--- src/rtl/abc_seq_pkg.sv ---
// abc_seq_pkg: state encoding and limits shared by the a/b/c scheduler files
package abc_seq_pkg;
  typedef enum logic [2:0] {IDLE, PH_A, PH_B, PH_C, GAP} state_e;
  localparam int GAP_W = 4;
  localparam int MAX_NREQ = 16;
endpackage

--- src/rtl/abc_seq_scheduler_if.sv ---
// abc_seq_scheduler_if: requester/consumer side bundle of the a/b/c scheduler
interface abc_seq_scheduler_if #(parameter int NREQ = 4, parameter int CNT_W = 16);
  logic enable;
  logic [NREQ-1:0] req;
  logic [NREQ-1:0] grant;
  logic a;
  logic b;
  logic c;
  logic [$clog2(NREQ)-1:0] owner;
  logic busy;
  logic [CNT_W-1:0] done_cnt;
  modport master(output enable, req, input grant, a, b, c, owner, busy, done_cnt);
  modport slave(input enable, req, output grant, a, b, c, owner, busy, done_cnt);
endinterface

--- src/rtl/rr_arbiter.sv ---
// rr_arbiter: combinational round-robin pick, searching upward from pointer with wrap
module rr_arbiter #(parameter int NREQ = 4) (
  input  logic [NREQ-1:0]         req,
  input  logic [$clog2(NREQ)-1:0] pointer,
  output logic [$clog2(NREQ)-1:0] winner,
  output logic                    valid
);
  function automatic logic [$clog2(NREQ)-1:0] slot(int i, logic [$clog2(NREQ)-1:0] p);
    int s = int'(p) + i;
    return $clog2(NREQ)'(s >= NREQ ? s - NREQ : s);
  endfunction
  // scanning farthest-first lets the nearest asserted requester overwrite
  always_comb begin
    winner = '0;
    valid = 1'b0;
    for (int i = NREQ - 1; i >= 0; i--)
      if (req[slot(i, pointer)]) begin
        winner = slot(i, pointer);
        valid = 1'b1;
      end
  end
endmodule

--- src/rtl/abc_seq_scheduler.sv ---
// abc_seq_scheduler: round-robin sharing of one a->b->c strobe sequencer,
// with optional post-sequence gap and a saturating completion counter.
module abc_seq_scheduler #(
  parameter int NREQ = 4,
  parameter int GAP = 0,
  parameter int CNT_W = 16
) (
  input logic clk,
  input logic rst_n,
  abc_seq_scheduler_if.slave bus
);
  import abc_seq_pkg::state_e;
  import abc_seq_pkg::IDLE;
  import abc_seq_pkg::PH_A;
  import abc_seq_pkg::PH_B;
  import abc_seq_pkg::PH_C;
  import abc_seq_pkg::GAP_W;
  localparam int IW = $clog2(NREQ);
  state_e state, state_nxt;
  logic [IW-1:0] owner, ptr, winner;
  logic [GAP_W-1:0] gap_cnt;
  logic [CNT_W-1:0] done_cnt;
  logic valid, start;
  rr_arbiter #(.NREQ(NREQ)) u_arb (.req(bus.req), .pointer(ptr), .winner(winner), .valid(valid));
  // back-to-back starts straight out of PH_C only when no gap is configured
  assign start = bus.enable && valid && (state == IDLE || (state == PH_C && GAP == 0));
  always_comb begin
    state_nxt = state;
    case (state)
      IDLE: state_nxt = start ? PH_A : IDLE;
      PH_A: state_nxt = PH_B;
      PH_B: state_nxt = PH_C;
      PH_C: state_nxt = GAP > 0 ? abc_seq_pkg::GAP : start ? PH_A : IDLE;
      default: state_nxt = gap_cnt == '0 ? IDLE : abc_seq_pkg::GAP;
    endcase
  end
  always_ff @(posedge clk or negedge rst_n)
    if (!rst_n) begin
      state <= IDLE;
      owner <= '0;
      ptr <= '0;
      gap_cnt <= '0;
      done_cnt <= '0;
    end else begin
      state <= state_nxt;
      if (start) begin
        owner <= winner;
        ptr <= winner == IW'(NREQ - 1) ? '0 : winner + 1'b1;
      end
      if (state == PH_C) begin
        gap_cnt <= GAP_W'(GAP - 1);
        if (done_cnt != '1) done_cnt <= done_cnt + 1'b1;
      end else if (state == abc_seq_pkg::GAP) gap_cnt <= gap_cnt - 1'b1;
    end
  assign bus.a = state == PH_A;
  assign bus.b = state == PH_B;
  assign bus.c = state == PH_C;
  assign bus.busy = state != IDLE;
  assign bus.grant = bus.a ? NREQ'(1) << owner : '0;
  assign bus.owner = owner;
  assign bus.done_cnt = done_cnt;
  assert property (@(posedge clk) disable iff (!rst_n) bus.a |=> bus.b ##1 bus.c);
  assert property (@(posedge clk) disable iff (!rst_n) bus.b |-> $past(bus.a));
  assert property (@(posedge clk) disable iff (!rst_n) bus.grant != '0 |-> bus.a);
endmodule

--- src/flat_wrapper.sv ---
// flat-port wrapper written by rule: the top's interface ports become plain ports
module abc_seq_scheduler_flat import abc_seq_pkg::state_e; import abc_seq_pkg::IDLE; import abc_seq_pkg::PH_A; import abc_seq_pkg::PH_B; import abc_seq_pkg::PH_C; import abc_seq_pkg::GAP_W;
#(
  parameter int NREQ = 4,
  parameter int GAP = 0,
  parameter int CNT_W = 16
)
  (clk, rst_n, bus_enable, bus_req, bus_grant, bus_a, bus_b, bus_c, bus_owner, bus_busy, bus_done_cnt);
  abc_seq_scheduler_if #(.NREQ(NREQ), .CNT_W(CNT_W)) bus_i ();
  input logic clk;
  input logic rst_n;
  input wire logic [$bits(bus_i.enable)-1:0] bus_enable;
  input wire logic [$bits(bus_i.req)-1:0] bus_req;
  output wire logic [$bits(bus_i.grant)-1:0] bus_grant;
  output wire logic [$bits(bus_i.a)-1:0] bus_a;
  output wire logic [$bits(bus_i.b)-1:0] bus_b;
  output wire logic [$bits(bus_i.c)-1:0] bus_c;
  output wire logic [$bits(bus_i.owner)-1:0] bus_owner;
  output wire logic [$bits(bus_i.busy)-1:0] bus_busy;
  output wire logic [$bits(bus_i.done_cnt)-1:0] bus_done_cnt;
  assign bus_i.enable = bus_enable;
  assign bus_i.req = bus_req;
  assign bus_grant = bus_i.grant;
  assign bus_a = bus_i.a;
  assign bus_b = bus_i.b;
  assign bus_c = bus_i.c;
  assign bus_owner = bus_i.owner;
  assign bus_busy = bus_i.busy;
  assign bus_done_cnt = bus_i.done_cnt;
  abc_seq_scheduler #(.NREQ(NREQ), .GAP(GAP), .CNT_W(CNT_W)) u_core (.clk(clk), .rst_n(rst_n), .bus(bus_i));
endmodule
--- config.mk ---
export PLATFORM = sky130hd
export DESIGN_NAME = abc_seq_scheduler_flat
export DESIGN_NICKNAME = d
export VERILOG_FILES = /design/src/rtl/abc_seq_pkg.sv /design/src/rtl/abc_seq_scheduler_if.sv /design/src/rtl/rr_arbiter.sv /design/src/rtl/abc_seq_scheduler.sv /design/src/flat_wrapper.sv
export SDC_FILE = /design/constraint.sdc
export NUM_CORES = 1
export LEC_CHECK = 0
export CORE_MARGIN = 4
export CORE_UTILIZATION = 40
export DETAILED_ROUTE_END_ITERATION = 6
export DONT_BUFFER_PORTS = 1
export GPL_TIMING_DRIVEN = 0
export HOLD_SLACK_MARGIN = 0.15
export PLACE_DENSITY = 0.61
export SYNTH_ARGS = -nofsm -noshare
export SYNTH_HDL_FRONTEND = slang
export SYNTH_HIERARCHICAL = 1
export SYNTH_SLANG_ARGS = --single-unit
export TNS_END_PERCENT = 50
--- constraint.sdc ---
create_clock -name clk -period 2.5 [get_ports clk]
set_clock_uncertainty 0.2 [all_clocks]
set_input_delay 0.125 -clock clk [delete_from_list [all_inputs] [get_ports clk]]
set_output_delay 0.125 -clock clk [all_outputs]
set_load 0.02 [all_outputs]
==> metrics.csv <==
stage,metric,value,unit
outcome,status,"complete, no violations",
detailed_routing,routed_wl,3210,um
detailed_routing,via_per_inst,5.69,
global_route,met3_usage,4.20,%
clock_network,cts_buffers,3,
synth,syn-mean-instance-area,10.2,um2
global_route,grt_busiest_layer,met2,
synth,synth_compound_area_share,11.2,%
synth,synth-edff-count,0,
floorplanning,rows,22,
clock_network,cts_root_buffer,clkbuf_8,
setup_path,endpoint_kind,register,
timing,fmax,0.435,GHz
detailed_routing,antenna_left,0,
synth,synth_fp_nets,159,
floorplanning,core_area,0.00366,mm2
clock_network,clock_latency,270,ps
synth,synthCells,148,
timing,fin_tns_setup,0,ps
detailed_routing,wl_per_cell,15.2,um
power,p_per_area,836,mW/mm2
detailed_routing,drc,0,
synth,synth_adder_area_share,3.31,%
timing,final_hold_viol_count,0,
floorplanning,die_area,0.00483,mm2
power,peakVddDrop,0.000560,V
power,power.leakage,0.780,nW
global_route,grt_pass1_wl,5670,um
global_route,grt_max_degree,28,
synth,synth_top_cell_area_share,44.6,%
synth,synthSimpleGateAreaFrac,28.0,%
clock_network,clock-sinks,27,
floorplanning,io_pins,33,
place,place_area,0.00157,mm2
synth,synth-xor-area-share,7.52,%
global_route,use_met2,25.6,%
clock_network,path_clk_slew,100,ps
power,design_power_total,0.00146,W
synth,synthMuxAreaShare,3.64,%
setup_path,reg2reg_from,u_core/bus.done_cnt[12],
setup_path,endpoint,u_core/bus.owner[1],
setup_path,worstPathArrival,2260,ps
synth,ys_types,46,
synth,synthTopCellsByCount,"dfrtp_1, nand2_1, nor2_1",
finish,drive_gt1_share,11.7,%
clock_network,cts-htree-levels,1,
timing,setup_violations,0,
global_route,gr-usage-met1,16.5,%
clock_network,clock_path_buffers,2,
setup_path,crit_type,primary input to register,
clock_network,post_cts_buffers,0,
detailed_routing,vias,1201,
global_route,antenna_found_initial,0,
clock_network,cts_tree,built,
setup_path,cp_data_required_time,2460,ps
synth,synth_most_common_cell,dfrtp_1,
setup_path,reg2reg_slack,390,ps
detailed_routing,drt_pass1_iterations,4,
setup_path,cp_max_fo,3,
floorplanning,die_y,69.5,um
synth,dominantRegCellSynth,dfrtp_1,
detailed_routing,drtIter0Drc,45,
synth,ys_async_sr_fraction,100,%
setup_path,startpoint,bus_req[2],
synth,yosys-top-cells-area,"dfrtp_1, xor2_1, nand2_1",
timing,timing.final.crit_share,91.9,%
finish,postLayoutCoreUtil,47.8,%
timing,slew_viol_final,0,
setup_path,r2r_cells,4,
global_route,grt_overflow,0,
place,gp_congestion,0.771,
timing,period_needed,2300,ps
flow_run,drv_cap,0,
synth,yosysWarnings,6,
finish,diodes,0,
synth,synth_top_family_by_area,simple AND/OR/NAND/NOR gates,
finish,fin_nets,175,
timing,max_slew_margin,55.6,%
floorplanning,start_util,41.4,%
timing,rsz0062_at_grt,no,
setup_path,reg2reg_to,u_core/bus.done_cnt[1],
place,dp_hpwl,2270,um
synth,synth-seq-cells,27,
place,port_buffers,0,
global_route,grt_pass1_vias,1231,
synth,yosys.area.top_type,dfrtp_1,
floorplanning,dieWidth,69.5,um
worst_hold_path,hp-class,primary input to async pin,
synth,syn_area,0.00151,mm2
synth,yosysSeqAreaShare,44.6,%
setup_path,start_kind,primary input,
finish,final_area,0.00175,mm2
finish,syn_to_final_growth,15.6,%
timing,tightest_slew,665,ps
global_route,track_usage,14.0,%
## cell families after synthesis
group	after synthesis
AOI/OAI and AO/OA	25
buffers and inverters	7
adders and majority gates	4
xor gates and xnor gates	13
DFF	27
and+or+nand+nor	67
muxes	5
## what timing repair did
action,4_1_cts,5_1_grt
gates resized for setup,0,0
hold endpoints to repair,32,0
hold buffers,11,0
## state kept, by name (all words and copies together), names as in the netlist
signal	count
u_core/state	3
u_core/bus.done_cnt	16
u_core/bus.owner	2
u_core/ptr	2
u_core/gap_cnt	4
## critical path, stage by stage
cell	delay, ps
dlygate4sd3_1	540
nor2_1	140
dlygate4sd3_1	570
nor2_1	60
dlygate4sd3_1	560
mux2_2	260
## worst min path at each step
stage          cells past startpoint                 endpoint
2_1_floorplan                      0   u_core/bus.done_cnt[0]
3_3_place_gp                       0  u_core/bus.done_cnt[11]
3_5_place_dp                       0  u_core/bus.done_cnt[11]
4_1_cts                            4            u_core/ptr[0]
5_1_grt                            3   u_core/bus.done_cnt[8]
6_report                           3   u_core/bus.done_cnt[8]
## cell type report
type                    instances  area [um2]
multi-input cells             114         812
flip-flops and latches         27         676
well taps                      48        60.1
repair buffers                 11         130
fillers                       353        1910
inverters                       5        18.8
plain buffers                   2        7.51
clock inverters                 1        5.00
clock buffers                   3        41.3
## cell usage in the layout, fill, tap and decap left out, types with 4 or more instances in the layout
cell,instances
o21ai_0,7
and3_1,4
xnor2_1,6
a21oi_1,7
xor2_1,7
nor3_1,4
nand2b_1,4
dlygate4sd3_1,9
nand4_1,6
ha_1,4
nor2_1,12
nand2_1,14
dfrtp_1,27
inv_1,5
## stage by stage
stage          instances  setup slack (ps)  hold WS (ps)
2_1_floorplan        148               548          -371
4_1_cts              211               254           154
3_5_place_dp         196               415          -370
5_1_grt              211               138           169
6_report             211               203           161
3_3_place_gp         196               439          -370
## metal layers
layer,vias to the layer above,wire length (um)
met5,-,0
met1,590,1310
met2,42,1690
li1,565,-
met4,0,16
met3,4,190
## report_power, final
part	internal, W	total, W	switching (W)
clock	0.000112	0.000247	0.000136
combinational	0.000191	0.000479	0.000288
sequential	0.000525	0.000737	0.000212
total	0.000828	0.00146	0.000635
(Power assumes the default switching activity.)
